$ cat src/rtl/fetch_bus_arb.sv
// fetch_bus_arb: IFU/LSU bus port arbiter with back-to-back spill grants and bounded IFU starvation
module fetch_bus_arb #(
  parameter int STARVELIMIT = 4,
  parameter int CNTW = 3
) (
  input  logic clk,
  input  logic reset,
  input  logic IFUReq,
  input  logic IFUSpillLock,
  input  logic IFUFlush,
  input  logic LSUReq,
  input  logic BusDone,
  output logic IFUGnt,
  output logic LSUGnt,
  output logic BusReq,
  output logic BusSel,
  output logic IFUStall,
  output logic LSUStall
);
  localparam logic [1:0] IDLE = 2'd0, IFU = 2'd1, IFU_SPILL = 2'd2, LSU = 2'd3;
  logic [1:0] r_state, w_arb, w_next;
  logic [CNTW-1:0] r_cnt;
  logic r_lock_pend, w_starve, w_spill, w_lsu_entry, w_ifu_entry;
  always_comb begin
    w_starve = IFUReq & (r_cnt == CNTW'(STARVELIMIT));
    w_arb = LSUReq & ~w_starve ? LSU : IFUReq ? IFU : IDLE;
    w_spill = (IFUSpillLock | r_lock_pend) & ~IFUFlush;
    w_next = r_state == IDLE ? w_arb : ~BusDone ? r_state : r_state == IFU & w_spill ? IFU_SPILL : w_arb;
    w_lsu_entry = w_next == LSU & (r_state != LSU | BusDone);
    w_ifu_entry = w_next == IFU & (r_state != IFU | BusDone);
  end
  always_ff @(posedge clk) begin
    if (reset) begin
      r_state <= IDLE;
      r_cnt <= '0;
      r_lock_pend <= 1'b0;
    end else begin
      r_state <= w_next;
      r_lock_pend <= r_state == IFU & ~BusDone & ~IFUFlush & (IFUSpillLock | r_lock_pend);
      r_cnt <= ~IFUReq | w_ifu_entry ? '0 : w_lsu_entry & ~w_starve ? r_cnt + 1'b1 : r_cnt;
    end
  end
  assign IFUGnt = r_state == IFU | r_state == IFU_SPILL;
  assign LSUGnt = r_state == LSU;
  assign BusReq = IFUGnt | LSUGnt;
  assign BusSel = LSUGnt;
  assign IFUStall = IFUReq & ~(IFUGnt & BusDone);
  assign LSUStall = LSUReq & ~(LSUGnt & BusDone);
endmodule
$ cat config.mk
export PLATFORM = sky130hd
export DESIGN_NAME = fetch_bus_arb
export DESIGN_NICKNAME = d
export VERILOG_FILES = /design/src/rtl/fetch_bus_arb.sv
export SDC_FILE = /design/constraint.sdc
export NUM_CORES = 1
export LEC_CHECK = 0
export BUFFER_PORTS_ARGS = -buffer_cell sky130_fd_sc_hd__buf_2
export CORE_AREA = 5 5 42 44
export DETAILED_ROUTE_END_ITERATION = 16
export DIE_AREA = 0 0 47 49
export SKIP_CTS_REPAIR_TIMING = 1
export SLEW_MARGIN = 20
export SYNTH_ARGS = -nofsm -noshare
export SYNTH_HDL_FRONTEND = slang
export SYNTH_SLANG_ARGS = --single-unit
$ cat constraint.sdc
create_clock -name clk -period 1.9 [get_ports clk]
set_input_delay 0 -clock clk [delete_from_list [all_inputs] [get_ports clk]]
set_output_delay 0 -clock clk [all_outputs]
set_load 0.1 [all_outputs]
==> flow_summary_export.csv, run 1 <==
group,metric,value,unit
die,die_h,49,microns
clocking,clk_latency,0.25,ns
cells_and_area,drive_gt1_share,40.6,%
synth,synth.net_count,66,
synth,yosysWarnings,0,
power,cellLeakagePower,0.000275,uW
placement,dp_hpwl,768,microns
clocking,clockRootBuffer,"clkbuf_4",
power,p_seq_share,29.7,%
global_route,antenna_found_initial,0,
timing,clock_skew,0.00842,ns
timing,slew_headroom,67.8,%
synth,synth_edf_count,0,
die,ioPinCount,13,
synth,netlist_area,468,sq um
power,internal_power,264,uW
power,irDropWorstVdd,397,uV
timing,finalSetupViolCount,0,
worst_hold_path,hp-class,"input pin to flip-flop",
timing,hold_viol_final,0,
clocking,h-tree-depth,1,
drt,routed_wl,948,microns
synth,syn_inst,53,
status,outcome,"complete, no violations",
cells_and_area,nFillCells,158,
synth,synth_top_area_cell,"dfxtp_1",
cells_and_area,antennaDiodeCount,0,
die,dieWidth,47,microns
global_route,use_met3,3.69,%
clocking,clockBufferDepth,2,
die,dieArea,2300,sq um
synth,ys_types,25,
clocking,clkTransAtPathRegs,0.05,ns
synth,synth.ff_latch_count,6,
global_route,met1_usage,11.5,%
global_route,busiest_layer,"met2",
clocking,numCtsBuffers,3,
setup_path,cp.required,2.07,ns
clocking,cts_tree,"yes",
timing,holdWs,0.0619,ns
cells_and_area,finalNetCount,84,
power,p_sw_share,43.2,%
synth,synth_top_cell_area_share,25.7,%
setup_path,end_kind,"flip-flop",
setup_path,worstSetupPathType,"flip-flop to flip-flop",
setup_path,arrival,1.97,ns
synth,postSynth.asyncResetShare,0,%
global_route,grt_pass1_wl,1580,microns
flow_run,drv_cap,0,
global_route,grt_pass1_vias,398,
power,p_clk_share,25.2,%
drt,dr.pass1.iters,4,
synth,avgSynthCellArea,8.83,sq um
setup_path,cp-start-kind,"flip-flop",
setup_path,cp_cell_sequence,"inv_1 > ha_1 > or3b_4 > nand2_4 > o21bai_4 > or3_1 > a21oi_2",
timing,max_freq,556,MHz
global_route,use_met2,13.8,%
setup_path,critPathMaxStageDelay,0.41,ns
global_route,grt_max_degree,9,
timing,setup_tns,0,ns
timing,maxSlewViolCount,0,
power,pwr-share-comb,45.1,%
cells_and_area,areaGrowthSynthToFinish,27.8,%
die,num_rows,14,
die,core,1400,sq um
timing,min_period,1.80,ns
die,initial_core_util,33.4,%
clocking,cts.sinks,6,
synth,synth-main-ff-cell,"dfxtp_1",
setup_path,reg2reg_slack,0.10,ns
drt,via_per_inst,5.09,
timing,grt_setup_unrepaired,"false",
drt,via_count,433,
placement,place_congestion,0.772,
synth,ys_seq_area_share,25.7,%
drt,ant_nets,0,
global_route,gr-total-overflow,0,
power,switchingPower,201,uW
setup_path,critPathMaxFanout,5,
timing,finalCritPeriodShare,94.6,%
synth,synth_commonest_cells,"dfxtp_1 (6), ha_1 (6), inv_1 (6)",
synth,synth_area_leaders,"dfxtp_1 (26%), ha_1 (16%), a21boi_0 (4.8%)",
global_route,grtUsageTotal,9.53,%
power,power.density,778,nW/um^2
timing,worst_slew_pin_slew,0.486,ns
drt,drt_iter0_markers,5,
drt,wire_per_inst,11.2,microns
drt,route.detailed.drc,0,
setup_path,slowest_stage,"or3b_4",
placement,io_buffer_count,12,
## per-layer routing
layer | part of all wire [%] | up-vias
li1 | - | 215
met1 | 44 | 202
met2 | 45 | 12
met3 | 9.1 | 4
met4 | 2.0 | 0
met5 | 0 | -
## sequential cells by signal, indices dropped and copies added (netlist names)
signal	cells
r_cnt	3
r_lock_pend	1
r_state	2
## worst max-delay path, delay by kind of cell, from the launching register on
| kind | cells | cell delay (ns) |
|---|---|---|
| AOI/OAI and AO/OA | 2 | 0.20 |
| adders and majority gates | 1 | 0.21 |
| buffers and inverters | 1 | 0.11 |
| DFF | 1 | 0.39 |
| and+or+nand+nor | 3 | 0.82 |
## cell type report
cell class                      count  area [sq um]  area share [%]
Multi-Input combinational cell     40           335            56.1
Sequential cell                     6           120            20.1
Timing Repair Buffer               14          77.6            13.0
Clock buffer                        3          22.5            3.77
Inverter                            6          22.5            3.77
Tap cell                           16          20.0            3.35
## placed cells by master (no fill, tap or decap)
cell type / n
a211oi_1: 1
a21boi_0: 1
a21boi_2: 1
a21boi_4: 1
a21oi_1: 2
a21oi_2: 2
and2b_2: 1
and3b_1: 1
buf_2: 12
buf_4: 1
clkbuf_4: 3
dfxtp_1: 6
dlygate4sd3_1: 1
ha_1: 5
ha_2: 1
inv_1: 6
mux2i_1: 1
nand2_1: 3
nand2_4: 1
nand3_1: 1
nand3b_1: 2
nor2_1: 4
nor3_1: 1
o21ai_0: 3
o21ba_2: 2
o21bai_4: 1
o311ai_1: 1
or2_2: 1
or3_1: 1
or3b_4: 1
xnor2_1: 1
## power groups by stage
stage	sequential [uW]	combinational, uW	clock, uW
6_report	138	209	117
5_1_grt	139	223	132
4_1_cts	138	209	122
3_5_place_dp	140	208	0
3_3_place_gp	141	207	0
2_1_floorplan	139	174	0
## per-stage QoR
stage               util, %  cell area (sq um)  instances  power (uW)  setup WS [ns]
global placement       40.4                566         81         348          0.105
finish                 42.7                598         85         465          0.103
CTS                    42.0                588         84         470         0.0917
detailed placement     40.4                566         81         349          0.116
global route           42.7                598         85         494        0.00893
floorplan                 -                485         53         313         0.0388
## cell families (layout without fill, tap and decap cells)
| group | Yosys count | in the layout | share of synthesized area, % |
|---|---|---|---|
| AOI/OAI and AO/OA | 15 | 15 | 25.7 |
| xor gates and xnor gates | 1 | 1 | 1.87 |
| buffers and inverters | 7 | 23 | 6.42 |
| and+or+nand+nor | 17 | 17 | 22.2 |
| DFF | 6 | 6 | 25.7 |
| muxes | 1 | 1 | 2.14 |
| adders and majority gates | 6 | 6 | 16.0 |
## final timing paths
path,from,to,depth (start not counted)
hold / removal,LSUReq,r_state[1],3
hold reg to reg,r_cnt[2],r_cnt[2],2
setup / recovery,r_state[1],r_cnt[2],7
setup reg to reg,r_state[1],r_cnt[2],7
No activity file was read; power rests on OpenSTA's default activity.
==> run 2: changes to the inputs <==
--- a/config.mk
+++ b/config.mk
@@ -5,10 +5,10 @@
 export SDC_FILE = /design/constraint.sdc
 export NUM_CORES = 1
 export LEC_CHECK = 0
-export BUFFER_PORTS_ARGS = -buffer_cell sky130_fd_sc_hd__buf_2
 export CORE_AREA = 5 5 42 44
 export DETAILED_ROUTE_END_ITERATION = 16
 export DIE_AREA = 0 0 47 49
+export DONT_BUFFER_PORTS = 1
 export SKIP_CTS_REPAIR_TIMING = 1
 export SLEW_MARGIN = 20
 export SYNTH_ARGS = -nofsm -noshare
==> run 2 against run 1 <==
The run now ends with negative hold slack left. Cell area up 1.9%. Largest cell class unchanged. Power up 1.6%. Clock skew is 0.0071 ns lower. Die area unchanged. Highest routed layer unchanged. Sequential power barely moved. Fmax increased by 3.0%. Global-route usage increased by 0.42 points. Count of clock-buffer cells in the layout unchanged. Worst setup slack improved by 0.053 ns.
==> flow_summary_export.csv, run 2 (synthesis gave the netlist of run 1 again) <==
group,metric,value,unit
cells_and_area,largest_reg_flops,3,
clocking,clockBufferDepth,2,
clocking,clkTransAtPathRegs,0.05,ns
setup_path,rr_startpoint,"r_state[0]",
worst_hold_path,hp-class,"input pin to flip-flop",
global_route,grtUsageTotal,9.95,%
cells_and_area,antennaDiodeCount,0,
timing,hold_viol_final,1,
timing,clock_skew,0.00132,ns
setup_path,cp.required,2.08,ns
setup_path,arrival,1.93,ns
cells_and_area,drive_gt1_share,34.4,%
power,irDropWorstVdd,364,uV
setup_path,end_kind,"flip-flop",
die,die_h,49,microns
setup_path,critPathCapture,"r_cnt[2]",
cells_and_area,fin_util,43.5,%
placement,place_congestion,0.722,
timing,finalSetupViolCount,0,
setup_path,cp_num_buf_inv,1,
global_route,gr-total-overflow,0,
drt,ant_nets,0,
placement,dp_hpwl,781,microns
setup_path,critical-path-top-delay-family,"simple AND/OR/NAND/NOR gates",
timing,slew_headroom,62.7,%
setup_path,cp-start-kind,"flip-flop",
setup_path,reg2reg_slack,0.16,ns
cells_and_area,final_common_cell,"inv_1",
clocking,cts_tree,"yes",
drt,via_count,400,
drt,wire_per_inst,12.3,microns
timing,min_period,1.74,ns
cells_and_area,areaGrowthSynthToFinish,30.2,%
setup_path,critPathMaxStageDelay,0.41,ns
status,violations,"negative hold slack",
setup_path,worstSetupPathType,"flip-flop to flip-flop",
die,num_rows,14,
setup_path,worstSetupPathDepth,7,
timing,maxSlewViolCount,0,
global_route,grt_max_degree,9,
timing,holdWs,-0.0249,ns
power,power.density,776,nW/um^2
global_route,antenna_found_initial,0,
global_route,grt_pass1_wl,1590,microns
setup_path,setup.worst_path.start,"r_state[0]",
global_route,busiest_layer,"met2",
global_route,use_met2,15.2,%
cells_and_area,finalNetCount,79,
die,ioPinCount,13,
worst_hold_path,holdPathStages,2,
cells_and_area,nFillCells,153,
worst_hold_path,worstHoldStart,"IFUReq",
die,core,1400,sq um
drt,dr.pass1.iters,4,
timing,setup_tns,0,ns
timing,finalCritPeriodShare,91.8,%
setup_path,cp_cell_sequence,"inv_1 > ha_1 > or3b_4 > nand2_4 > o21bai_4 > or3_1 > a21oi_2",
timing,worst_slew_pin_slew,0.560,ns
clocking,clockRootBuffer,"clkbuf_4",
status,outcome,"complete, but fails checks",
die,dieWidth,47,microns
clocking,numCtsBuffers,3,
power,cellLeakagePower,0.000262,uW
die,initial_core_util,33.4,%
clocking,clk_latency,0.25,ns
cells_and_area,layout_common_cells,"inv_1 (6), ha_1 (5), buf_4 (5), dfxtp_1 (5), nor2_1 (4)",
global_route,met1_usage,10.4,%
global_route,grt_pass1_vias,400,
setup_path,slowest_stage,"or3b_4",
drt,via_per_inst,5.00,
die,dieArea,2300,sq um
global_route,use_met3,5.54,%
clocking,h-tree-depth,1,
timing,grt_setup_unrepaired,"false",
drt,route.detailed.drc,0,
clocking,cts.sinks,6,
placement,io_buffer_count,0,
timing,max_freq,573,MHz
setup_path,critPathMaxFanout,4,
setup_path,rr_endpoint,"r_cnt[2]",
cells_and_area,top_regs,"r_cnt x3, r_state x2, r_lock_pend x1",
cells_and_area,regMostFlops,"r_cnt",
setup_path,r2r_cells,7,
flow_run,drv_cap,0,
drt,routed_wl,986,microns
drt,drt_iter0_markers,4,
run 2: worst min-delay path by stage:
| stage | endpoint | slack (ns) |
|---|---|---|
| 6_report | r_state[0] | -0.02 |
| 5_1_grt | r_state[0] | 0.0005 |
| 4_1_cts | r_state[0] | -0.19 |
| 3_5_place_dp | r_state[0] | 0.07 |
| 3_3_place_gp | r_state[0] | 0.07 |
| 2_1_floorplan | r_state[0] | 0.07 |
run 2: area by class of cell:
type / count / area [sq um] / share of cell area, %
sequential: 6 / 121 / 19.9
tap: 16 / 20.0 / 3.29
clock buffer: 3 / 22.5 / 3.70
multi-input combinational: 40 / 335 / 55.0
timing repair buffer: 9 / 87.6 / 14.4
inverter: 6 / 22.5 / 3.70
run 2: report_power, final:
group          total, uW  switching, uW  leakage, uW  internal [uW]
logic                213            143     0.000199           69.8
registers            139           5.86    0.0000493            133
clock network        121           49.2    0.0000138           71.7
total                473            198     0.000262            274
run 2: metrics by stage:
stage	total power (uW)	hold slack, ns	setup slack (ns)	std cells	cell area, sq um
after floorplan	313	0.0691	0.0388	53	485
after global placement	347	0.0725	0.135	74	556
after detailed placement	349	0.0740	0.0964	74	556
after CTS	475	-0.190	0.0831	77	578
after global routing	502	0.000546	0.0400	80	609
final	473	-0.0249	0.156	80	609
run 2: worst register-to-register path, delay by kind of cell, from the launching register on:
kind | cells | cell delay (ns)
AO/OA/AOI/OAI | 2 | 0.22
flip-flops | 1 | 0.37
adder cells (fa/ha/maj) | 1 | 0.20
AND/OR/NAND/NOR | 3 | 0.82
buffers and inverters | 1 | 0.08
run 2: layer usage:
| metal | vias up | wire (microns) |
|---|---|---|
| li1 | 204 | - |
| met1 | 178 | 389 |
| met4 | 0 | 9 |
| met3 | 2 | 103 |
| met5 | - | 0 |
| met2 | 16 | 483 |
==> run 3: changes to the inputs <==
==> constraint.sdc (replaced) <==
create_clock -name clk -period 2.03 [get_ports clk]
set_input_delay 0 -clock clk [delete_from_list [all_inputs] [get_ports clk]]
set_output_delay 0 -clock clk [all_outputs]
set_load 0.1 [all_outputs]
==> run 3 against run 2 <==
The flow still finishes with violations (negative hold slack). Die area unchanged. Critical endpoint unchanged. Wire length down 9.0%. Hold slack better by 0.021 ns. Largest cell class unchanged. Count of clock-buffer cells in the layout unchanged. Core utilization down 1.2 points. Cell area down 2.7%.
==> flow_summary_export.csv, run 3 (synthesis gave the netlist of run 1 again) <==
group,metric,value,unit
status,outcome,"complete, but fails checks",
status,violations,"negative hold slack",
worst_hold_path,worstHoldStart,"reset",
timing,grt_setup_unrepaired,"false",
timing,min_period,1.87,ns
drt,via_per_inst,4.87,
worst_hold_path,hp-class,"input pin to flip-flop",
timing,maxSlewViolCount,0,
cells_and_area,finalNetCount,78,
die,dieArea,2300,sq um
drt,via_count,385,
placement,place_congestion,0.729,
die,dieWidth,47,microns
cells_and_area,regMostFlops,"r_cnt",
drt,routed_wl,897,microns
timing,finalCritPeriodShare,92.1,%
power,irDropWorstVdd,265,uV
timing,clock_skew,0.00231,ns
clocking,clk_latency,0.24,ns
setup_path,critPathMaxStageDelay,0.44,ns
setup_path,end_kind,"flip-flop",
drt,route.detailed.drc,0,
placement,io_buffer_count,0,
power,internal_power,252,uW
setup_path,slowest_stage,"or3b_4",
timing,worst_slew_pin_slew,0.560,ns
global_route,grt_max_degree,9,
power,switchingPower,178,uW
cells_and_area,antennaDiodeCount,0,
drt,wire_per_inst,11.4,microns
setup_path,cp-start-kind,"flip-flop",
global_route,grt_pass1_vias,322,
power,p_sw_share,41.4,%
cells_and_area,top_regs,"r_cnt x3, r_state x2, r_lock_pend x1",
drt,drt_iter0_markers,5,
die,initial_core_util,33.4,%
global_route,grtUsageTotal,8.53,%
power,power.density,725,nW/um^2
setup_path,rr_startpoint,"r_state[1]",
cells_and_area,nFillCells,142,
global_route,antenna_found_initial,0,
power,p_clk_share,25.1,%
global_route,grt_pass1_wl,1410,microns
drt,ant_nets,0,
drt,dr.pass1.iters,4,
setup_path,critPathMaxFanout,6,
power,pwr-share-comb,44.8,%
cells_and_area,areaGrowthSynthToFinish,26.7,%
setup_path,cp_num_buf_inv,1,
power,cellLeakagePower,0.000252,uW
cells_and_area,layout_common_cells,"inv_1 (6), dfxtp_1 (6), ha_1 (5)",
placement,dp_hpwl,701,microns
timing,hold_viol_final,2,
clocking,clkTransAtPathRegs,0.04,ns
setup_path,reg2reg_slack,0.16,ns
timing,setup_tns,0,ns
setup_path,cp_cell_sequence,"inv_1 > ha_1 > or3b_4 > nand2_4 > o21bai_4 > or3_1 > a21oi_2",
die,ioPinCount,13,
cells_and_area,largest_reg_flops,3,
power,p_seq_share,30.1,%
clocking,cts_tree,"yes",
clocking,clockRootBuffer,"clkbuf_4",
global_route,gr-total-overflow,0,
setup_path,setup.worst_path.start,"r_state[1]",
timing,holdWs,-0.00349,ns
setup_path,arrival,2.04,ns
setup_path,cp.required,2.21,ns
die,die_h,49,microns
setup_path,worstSetupPathType,"flip-flop to flip-flop",
flow_run,drv_cap,0,
die,core,1400,sq um
clocking,h-tree-depth,1,
cells_and_area,drive_gt1_share,31.7,%
timing,slew_headroom,62.7,%
clocking,cts.sinks,6,
timing,max_freq,535,MHz
setup_path,critical-path-top-delay-family,"simple AND/OR/NAND/NOR gates",
clocking,numCtsBuffers,3,
die,num_rows,14,
clocking,clockBufferDepth,2,
timing,finalSetupViolCount,0,
==> run 3: cell count changes in the layout (fill, tap and decap cells not counted) <==
cell      change
buf_4         -1
a21boi_4      -1
a21boi_2      +1
dfxtp_2       -1
dfxtp_1       +1
==> run 3: worst reg2reg max path, stage by stage, from the launching register on <==
cell and delay, ns:
dfxtp_1 0.39, inv_1 0.10, ha_1 0.27, or3b_4 0.44
nand2_4 0.08, o21bai_4 0.07, or3_1 0.33, a21oi_2 0.13
==> run 3: layout make-up <==
class | instances | area [sq um] | share of cell area (%)
clock buffers | 3 | 22.5 | 3.80
inverters | 6 | 22.5 | 3.80
multi-input cells | 40 | 328 | 55.3
flip-flops and latches | 6 | 120 | 20.3
well taps | 16 | 20.0 | 3.38
repair buffers | 8 | 80.1 | 13.5
==> run 3: worst paths after layout <==
kind | endpoint | depth (start not counted)
hold / removal | r_cnt[2] | 2
hold reg to reg | r_cnt[2] | 2
setup reg to reg | r_cnt[2] | 7
setup / recovery | r_cnt[2] | 7
==> run 3: through the flow <==
step,instances,area [sq um],util [%],total power [uW],setup WS [ns]
final,79,593,42.3,430,0.161
after global routing,79,593,42.3,455,0.101
after CTS,76,563,40.2,434,0.168
after detailed placement,73,541,38.6,320,0.178
after global placement,73,541,38.6,320,0.195
after floorplan,53,475,-,290,-0.125
==> run 3: metal layers <==
metal	wire [microns]	vias up	share of wire (%)	GRT usage, %
met5	0	-	0	0
li1	-	204	-	-
met4	21	0	2.3	6.91
met3	93	4	10	2.58
met1	407	163	45	10.6
met2	376	14	42	11.5
==> run 3: power groups by stage <==
| stage | sequential, uW | clock (uW) | combinational, uW |
|---|---|---|---|
| floorplan | 130 | 0 | 160 |
| global placement | 131 | 0 | 189 |
| detailed placement | 132 | 0 | 188 |
| CTS | 129 | 116 | 189 |
| global route | 129 | 120 | 205 |
| finish | 129 | 108 | 193 |
